**src/rtl/par_vec_packer_pkg.sv**
```systemverilog
// Shared constants and sizing helpers for the partitioned vector packer.
package par_pkg;

   // Number of partitions (lanes) packed into one output vector.
   localparam int NPAR = 2;

   // Partition index constants; element i of the output vector belongs to lane i.
   localparam int PAR0 = 0;
   localparam int PAR1 = 1;

   // Pointer width for a lane FIFO of the given depth (at least one bit).
   function automatic int ptr_w(input int depth);
      return (depth > 1) ? $clog2(depth) : 1;
   endfunction

   // Count width able to hold the values 0..depth inclusive.
   function automatic int cnt_w(input int depth);
      return $clog2(depth + 1);
   endfunction

endpackage

```
**src/rtl/par_lane_fifo.sv**
```systemverilog
// Single-partition FIFO. Every register here is written only from this lane's
// own push/flush/data and the shared pop strobe, so lane data never mixes.
module par_lane_fifo
   import par_pkg::*;
#(
   parameter int W     = 1,
   parameter int DEPTH = 2
) (
   input  logic         clk,
   input  logic         rst_n,
   input  logic         i_push,
   input  logic [W-1:0] i_data,
   input  logic         i_flush,
   input  logic         i_pop,
   output logic         o_ready,
   output logic         o_nonempty,
   output logic [W-1:0] o_head
);

   localparam int PTR_W = ptr_w(DEPTH);
   localparam int CNT_W = cnt_w(DEPTH);

   logic [W-1:0]     r_mem [DEPTH];
   logic [PTR_W-1:0] r_wr_ptr;
   logic [PTR_W-1:0] r_rd_ptr;
   logic [CNT_W-1:0] r_count;

   logic w_push;
   logic w_pop;

   // Ready comes from the registered count only; a full lane refuses a push
   // even when a pop fires in the same cycle. Flush wins over push.
   assign o_ready    = (r_count < CNT_W'(DEPTH));
   assign o_nonempty = (r_count != '0);
   assign w_push     = i_push && o_ready && !i_flush;
   assign w_pop      = i_pop && o_nonempty;
   assign o_head     = r_mem[r_rd_ptr];

   // Pointer and occupancy update; flush returns the lane to its reset state.
   // NOTE: sequential state uses non-blocking assignments so every register
   // samples pre-edge values, independent of statement order.
   always_ff @(posedge clk or negedge rst_n) begin
      if (!rst_n) begin
         r_wr_ptr <= '0;
         r_rd_ptr <= '0;
         r_count  <= '0;
      end else if (i_flush) begin
         r_wr_ptr <= '0;
         r_rd_ptr <= '0;
         r_count  <= '0;
      end else begin
         if (w_push) r_wr_ptr <= r_wr_ptr + PTR_W'(1);
         if (w_pop)  r_rd_ptr <= r_rd_ptr + PTR_W'(1);
         if (w_push && !w_pop)      r_count <= r_count + CNT_W'(1);
         else if (w_pop && !w_push) r_count <= r_count - CNT_W'(1);
      end
   end

   // Element storage, written on an accepted push.
   // NOTE: the array has no reset; its contents are unobservable until a push
   // fills an entry, because the top gates the output on both lanes non-empty.
   always_ff @(posedge clk) begin
      if (w_push) r_mem[r_wr_ptr] <= i_data;
   end

endmodule

```
**src/rtl/par_vec_packer.sv**
```systemverilog
// Two-lane vector packer: each partition streams into its own FIFO, and a
// vector is offered when both lanes hold data. Element i comes from lane i;
// only the out_valid AND combines the lanes.
module par_vec_packer
   import par_pkg::*;
#(
   parameter int W     = 1,
   parameter int DEPTH = 2
) (
   input  logic           clk,
   input  logic           rst_n,
   input  logic           in0_valid,
   input  logic [W-1:0]   in0_data,
   output logic           in0_ready,
   input  logic           in0_flush,
   input  logic           in1_valid,
   input  logic [W-1:0]   in1_data,
   output logic           in1_ready,
   input  logic           in1_flush,
   output logic           out_valid,
   input  logic           out_ready,
   output logic [2*W-1:0] out_vec
);

   logic [NPAR-1:0] w_in_valid;
   logic [NPAR-1:0] w_in_flush;
   logic [NPAR-1:0] w_ready;
   logic [NPAR-1:0] w_nonempty;
   logic [W-1:0]    w_in_data [NPAR];
   logic [W-1:0]    w_head    [NPAR];
   logic            w_out_valid;
   logic            w_pop;
   logic [2*W-1:0]  w_vec;

   assign w_in_valid[PAR0] = in0_valid;
   assign w_in_valid[PAR1] = in1_valid;
   assign w_in_flush[PAR0] = in0_flush;
   assign w_in_flush[PAR1] = in1_flush;
   assign w_in_data[PAR0]  = in0_data;
   assign w_in_data[PAR1]  = in1_data;

   // The only cross-lane join: a vector exists when every lane has a head.
   assign w_out_valid = &w_nonempty;
   assign w_pop       = w_out_valid && out_ready;

   // One FIFO per partition; the pop strobe fans out to both lanes at once.
   for (genvar gi = 0; gi < NPAR; gi++) begin : g_lane
      par_lane_fifo #(
         .W     (W),
         .DEPTH (DEPTH)
      ) u_lane (
         .clk        (clk),
         .rst_n      (rst_n),
         .i_push     (w_in_valid[gi]),
         .i_data     (w_in_data[gi]),
         .i_flush    (w_in_flush[gi]),
         .i_pop      (w_pop),
         .o_ready    (w_ready[gi]),
         .o_nonempty (w_nonempty[gi]),
         .o_head     (w_head[gi])
      );
   end

   // Pack lane heads into the vector, driving zero whenever no vector is valid.
   // NOTE: the default assignment first keeps this purely combinational (no latch).
   always_comb begin
      w_vec = '0;
      if (w_out_valid) begin
         for (int i = 0; i < NPAR; i++) w_vec[i*W +: W] = w_head[i];
      end
   end

   assign in0_ready = w_ready[PAR0];
   assign in1_ready = w_ready[PAR1];
   assign out_valid = w_out_valid;
   assign out_vec   = w_vec;

endmodule

```
**config.mk**
```make
export PLATFORM = sky130hd
export DESIGN_NAME = par_vec_packer
export DESIGN_NICKNAME = d
export VERILOG_FILES = /design/src/rtl/par_vec_packer_pkg.sv /design/src/rtl/par_lane_fifo.sv /design/src/rtl/par_vec_packer.sv
export SDC_FILE = /design/constraint.sdc
export NUM_CORES = 1
export LEC_CHECK = 0
export CAP_MARGIN = 20
export CORE_AREA = 3 3 40 42
export DETAILED_ROUTE_END_ITERATION = 16
export DIE_AREA = 0 0 43 45
export PLACE_DENSITY = 0.74
export SLEW_MARGIN = 0
export SYNTH_ARGS = -nofsm -noshare
export SYNTH_HDL_FRONTEND = slang
export SYNTH_SLANG_ARGS = --single-unit
```
**constraint.sdc**
```tcl
create_clock -name clk -period 2.3 [get_ports clk]
set_input_delay 0.46 -clock clk [delete_from_list [all_inputs] [get_ports clk]]
set_output_delay 0.46 -clock clk [all_outputs]
set_load 0.01 [all_outputs]
```
==> results.txt <==
----------------------------------------------------
[Place]
  Number of input and output port buffers inserted ... 13
  RD Place Congestion ... 0.797
  Half-perimeter wire length after detailed placement ... 835 um
  Instance area after placement ... 748 sq um

[Synthesis]
  Most instantiated flip-flop cell in the synthesis netlist ... dfrtp_1
  Distinct cells, synth ... 25
  Post-synth net total ... 68
  Netlist area before placement ... 627 sq um
  Dominant cell by count in the synthesized netlist ... dfrtp_1
  Fraction of synthesized cell area taken by the top area cell type ... 0.319
  Share of the yosys chip area belonging to registers ... 0.511
  Most frequent cells after synthesis ... dfrtp_1 (8), nor2_1 (6), nor3_1 (6)
  Top cells by area, synth ... dfrtp_1 (32%), edfxtp_1 (19%), nor3_1 (4.8%)
  Number of enable-type register cells in the synthesized netlist ... 4
  Number of synthesized register bits ... 12
  Cell taking the most area after synthesis ... dfrtp_1
  Share of async-settable or async-resettable flops after synthesis ... 0.667
  Mapped Avg Cell Area ... 10.6 sq um
  Yosys warning count ... 0
  Synthesized instance count ... 59

[Routing]
  Routed wirelength normalized by instance count ... 12.3 um
  Number of design rule violations left after detail routing ... 0
  Number of search-and-repair iterations in the first detailed-routing pass ... 4
  Drt first-iter violations ... 18
  Via total after detailed routing ... 485
  Remaining antenna violation count after routing ... 0
  Final routed wirelength across all metal layers ... 1090 um
  Post-DR vias/cell ... 5.51

[Critical path]
  Standard cell with the maximum stage delay on the critical path ... clkdlybuf4s50_1
  R2r endpoint ... g_lane[0].u_lane.r_count[0]
  Longest individual stage delay on the worst path ... 0.54 ns
  Reg2reg path depth ... 3
  Register-to-register path setup slack ... 0.95 ns
  Maximum fanout count along the critical path ... 10
  Critical path start-end classification ... reg -> out
  Top Family by Delay on Critical Path ... buffers and inverters
  Worst Setup Start Kind ... register
  Arr. time, crit path ... 1.61 ns
  Crit end category ... output port
  Number of buffer and inverter instances along the worst setup path ... 1
  Critical path data required time ... 1.84 ns
  Crit path cell chain ... o22ai_1 -> nor2_1 -> clkdlybuf4s50_1
  Worst R2R Start ... g_lane[0].u_lane.r_count[1]

[Clock network]
  Buffer levels on the longest clock path ... 2
  Max H-tree Level ... 1
  Sink Count ... 12
  Number of buffers inserted during clock tree synthesis ... 3
  TritonCTS clock tree ... built
  Latest clock arrival within the worst-skew pair ... 0.27 ns
  Cts-stage hold buffer count ... 0
  Clock Root Buffer ... clkbuf_4
  Resize count post-CTS ... 0
  Clock Pin Slew Worst Setup and Hold Paths ... 0.08 ns
  Post-CTS repair timing setup buffer count ... 0

[Floorplan]
  I/O pin cnt ... 14
  Standard cell core area ... 0.00128 sq mm
  Floorplan row count ... 13
  Vert. Die Dim ... 45 um
  Effective utilization at floorplan ... 0.488
  Die outline width ... 43 um
  Floorplan die area ... 0.00194 sq mm

[Timing]
  Post-route clock period utilization ... 0.900
  Final number of setup-violating endpoints ... 0
  Tmin final ... 2.07 ns
  Worst Skew ... 0.00408 ns
  Final hold vios ... 0
  Worst slew margin relative to its limit ... 0.756
  Worst slew pin tran ... 0.365 ns
  Setup TNS after final layout ... 0 ns
  Pins Over Slew Limit ... 0
  RSZ-0062 raised after global routing ... no
  Maximum clock frequency ... 0.483 GHz

[Finish]
  Layout Nets ... 83
  Area overhead of the layout relative to synthesis ... 25.1%
  Non-Filler Cell Area, Final ... 785 sq um
  Proportion of layout cells with a drive suffix above 1 ... 0.0822
  Count of filler cells inserted in the layout ... 104
  Count of inserted antenna diode cells ... 0

[Worst hold path]
  Hold Crit Class ... in -> async

[Pwr]
  Total power consumption of the routed design ... 506 uW
  Pwr per Cell Area ... 645 mW/mm^2
  Leakage power summed over all cells ... 0.000305 uW
  Highest ir drop seen on vdd ... 0.333 mV

[Global routing]
  GRT Util Overall ... 0.143
  Wire length of the first global-routing pass ... 1970 um
  Maximum number of pins on one net before global-route repair ... 11
  Number of global-route vias before repair ... 421
  GRT Residual Overflow ... 0
  Antenna violations before repair ... 0

[Status]
  Outcome ... complete, no violations

[Job]
  Max-Cap Viols ... 0

----------------------------------------------------
[state kept, by name, summed over array words and instances (netlist names)]
register and flops:
g_lane.u_lane.r_count 4, g_lane.u_lane.r_mem 4, g_lane.u_lane.r_rd_ptr 2, g_lane.u_lane.r_wr_ptr 2
[worst reg2reg max path: cells and delay by family, from the launching register on]
family	cells	cell delay, ns
AO/OA/AOI/OAI	2	0.53
flip-flops	1	0.46
AND/OR/NAND/NOR	1	0.27
[worst max path at each step]
stage / from / to / slack [ns] / cells after the start
2_1_floorplan: g_lane[0].u_lane.r_count[0] / out_vec[0] / 1.04 / 3
3_3_place_gp: in0_valid / g_lane[0].u_lane.r_count[0] / 0.55 / 4
3_5_place_dp: g_lane[1].u_lane.r_count[0] / out_vec[0] / 0.53 / 3
4_1_cts: g_lane[1].u_lane.r_count[0] / out_vec[0] / 0.23 / 3
5_1_grt: g_lane[0].u_lane.r_count[0] / out_vec[1] / 0.08 / 3
6_report: g_lane[1].u_lane.r_count[0] / out_vec[0] / 0.23 / 3
[report_power, final]
group	leakage [uW]	total (uW)	switching [uW]	internal, uW
Clock	0.0000210	167	71.3	96.2
Combinational	0.000140	83.4	37.3	46.1
Sequential	0.000144	255	19.3	236
[logic make-up (layout without fill, tap and decap cells)]
logic type,count (synthesis),count (layout),share of synthesized area
AO/OA/AOI/OAI,13,13,0.152
multiplexers,2,2,0.0319
flip-flops,12,12,0.511
AND/OR/NAND/NOR,21,21,0.182
XOR/XNOR,4,4,0.0559
buffers and inverters,7,21,0.0678
[layout make-up]
class / instances / area (sq um) / share of cell area
Tap cell: 15 / 18.8 / 0.0239
Multi-Input combinational cell: 40 / 264 / 0.337
Clock buffer: 4 / 36.3 / 0.0463
Sequential cell: 12 / 320 / 0.408
Inverter: 4 / 15.0 / 0.0191
Timing Repair Buffer: 13 / 130 / 0.166
[routing by layer]
metal	share of wire	GRT usage	vias up
met1	0.45	0.192	222
met5	0	0	-
li1	-	-	242
met2	0.48	0.207	17
met4	0.025	0.0904	0
met3	0.041	0.0359	4
[placed cells by master, fill, tap and decap left out, drive strengths merged, types with 2 or more instances in the layout]
cell and instances:
a21oi 2, a311o 2, clkbuf 4, clkdlybuf4s50 13, dfrtp 8, edfxtp 4
inv 4, mux2i 2, nand2b 2, nand3 2, nor2 6, nor3 6
nor3b 2, o21a 2, o21ai 4, xor2 3
[per-stage QoR]
step / instances / setup WS, ns / util / hold slack, ns
6_report: 88 / 0.230 / 0.611 / 0.458
5_1_grt: 88 / 0.0828 / 0.611 / 0.461
4_1_cts: 88 / 0.226 / 0.611 / 0.475
3_5_place_dp: 84 / 0.529 / 0.582 / 0.545
3_3_place_gp: 84 / 0.548 / 0.582 / 0.542
2_1_floorplan: 59 / 1.04 / - / 0.164
Note: power is estimated with default switching activity, not from simulation.
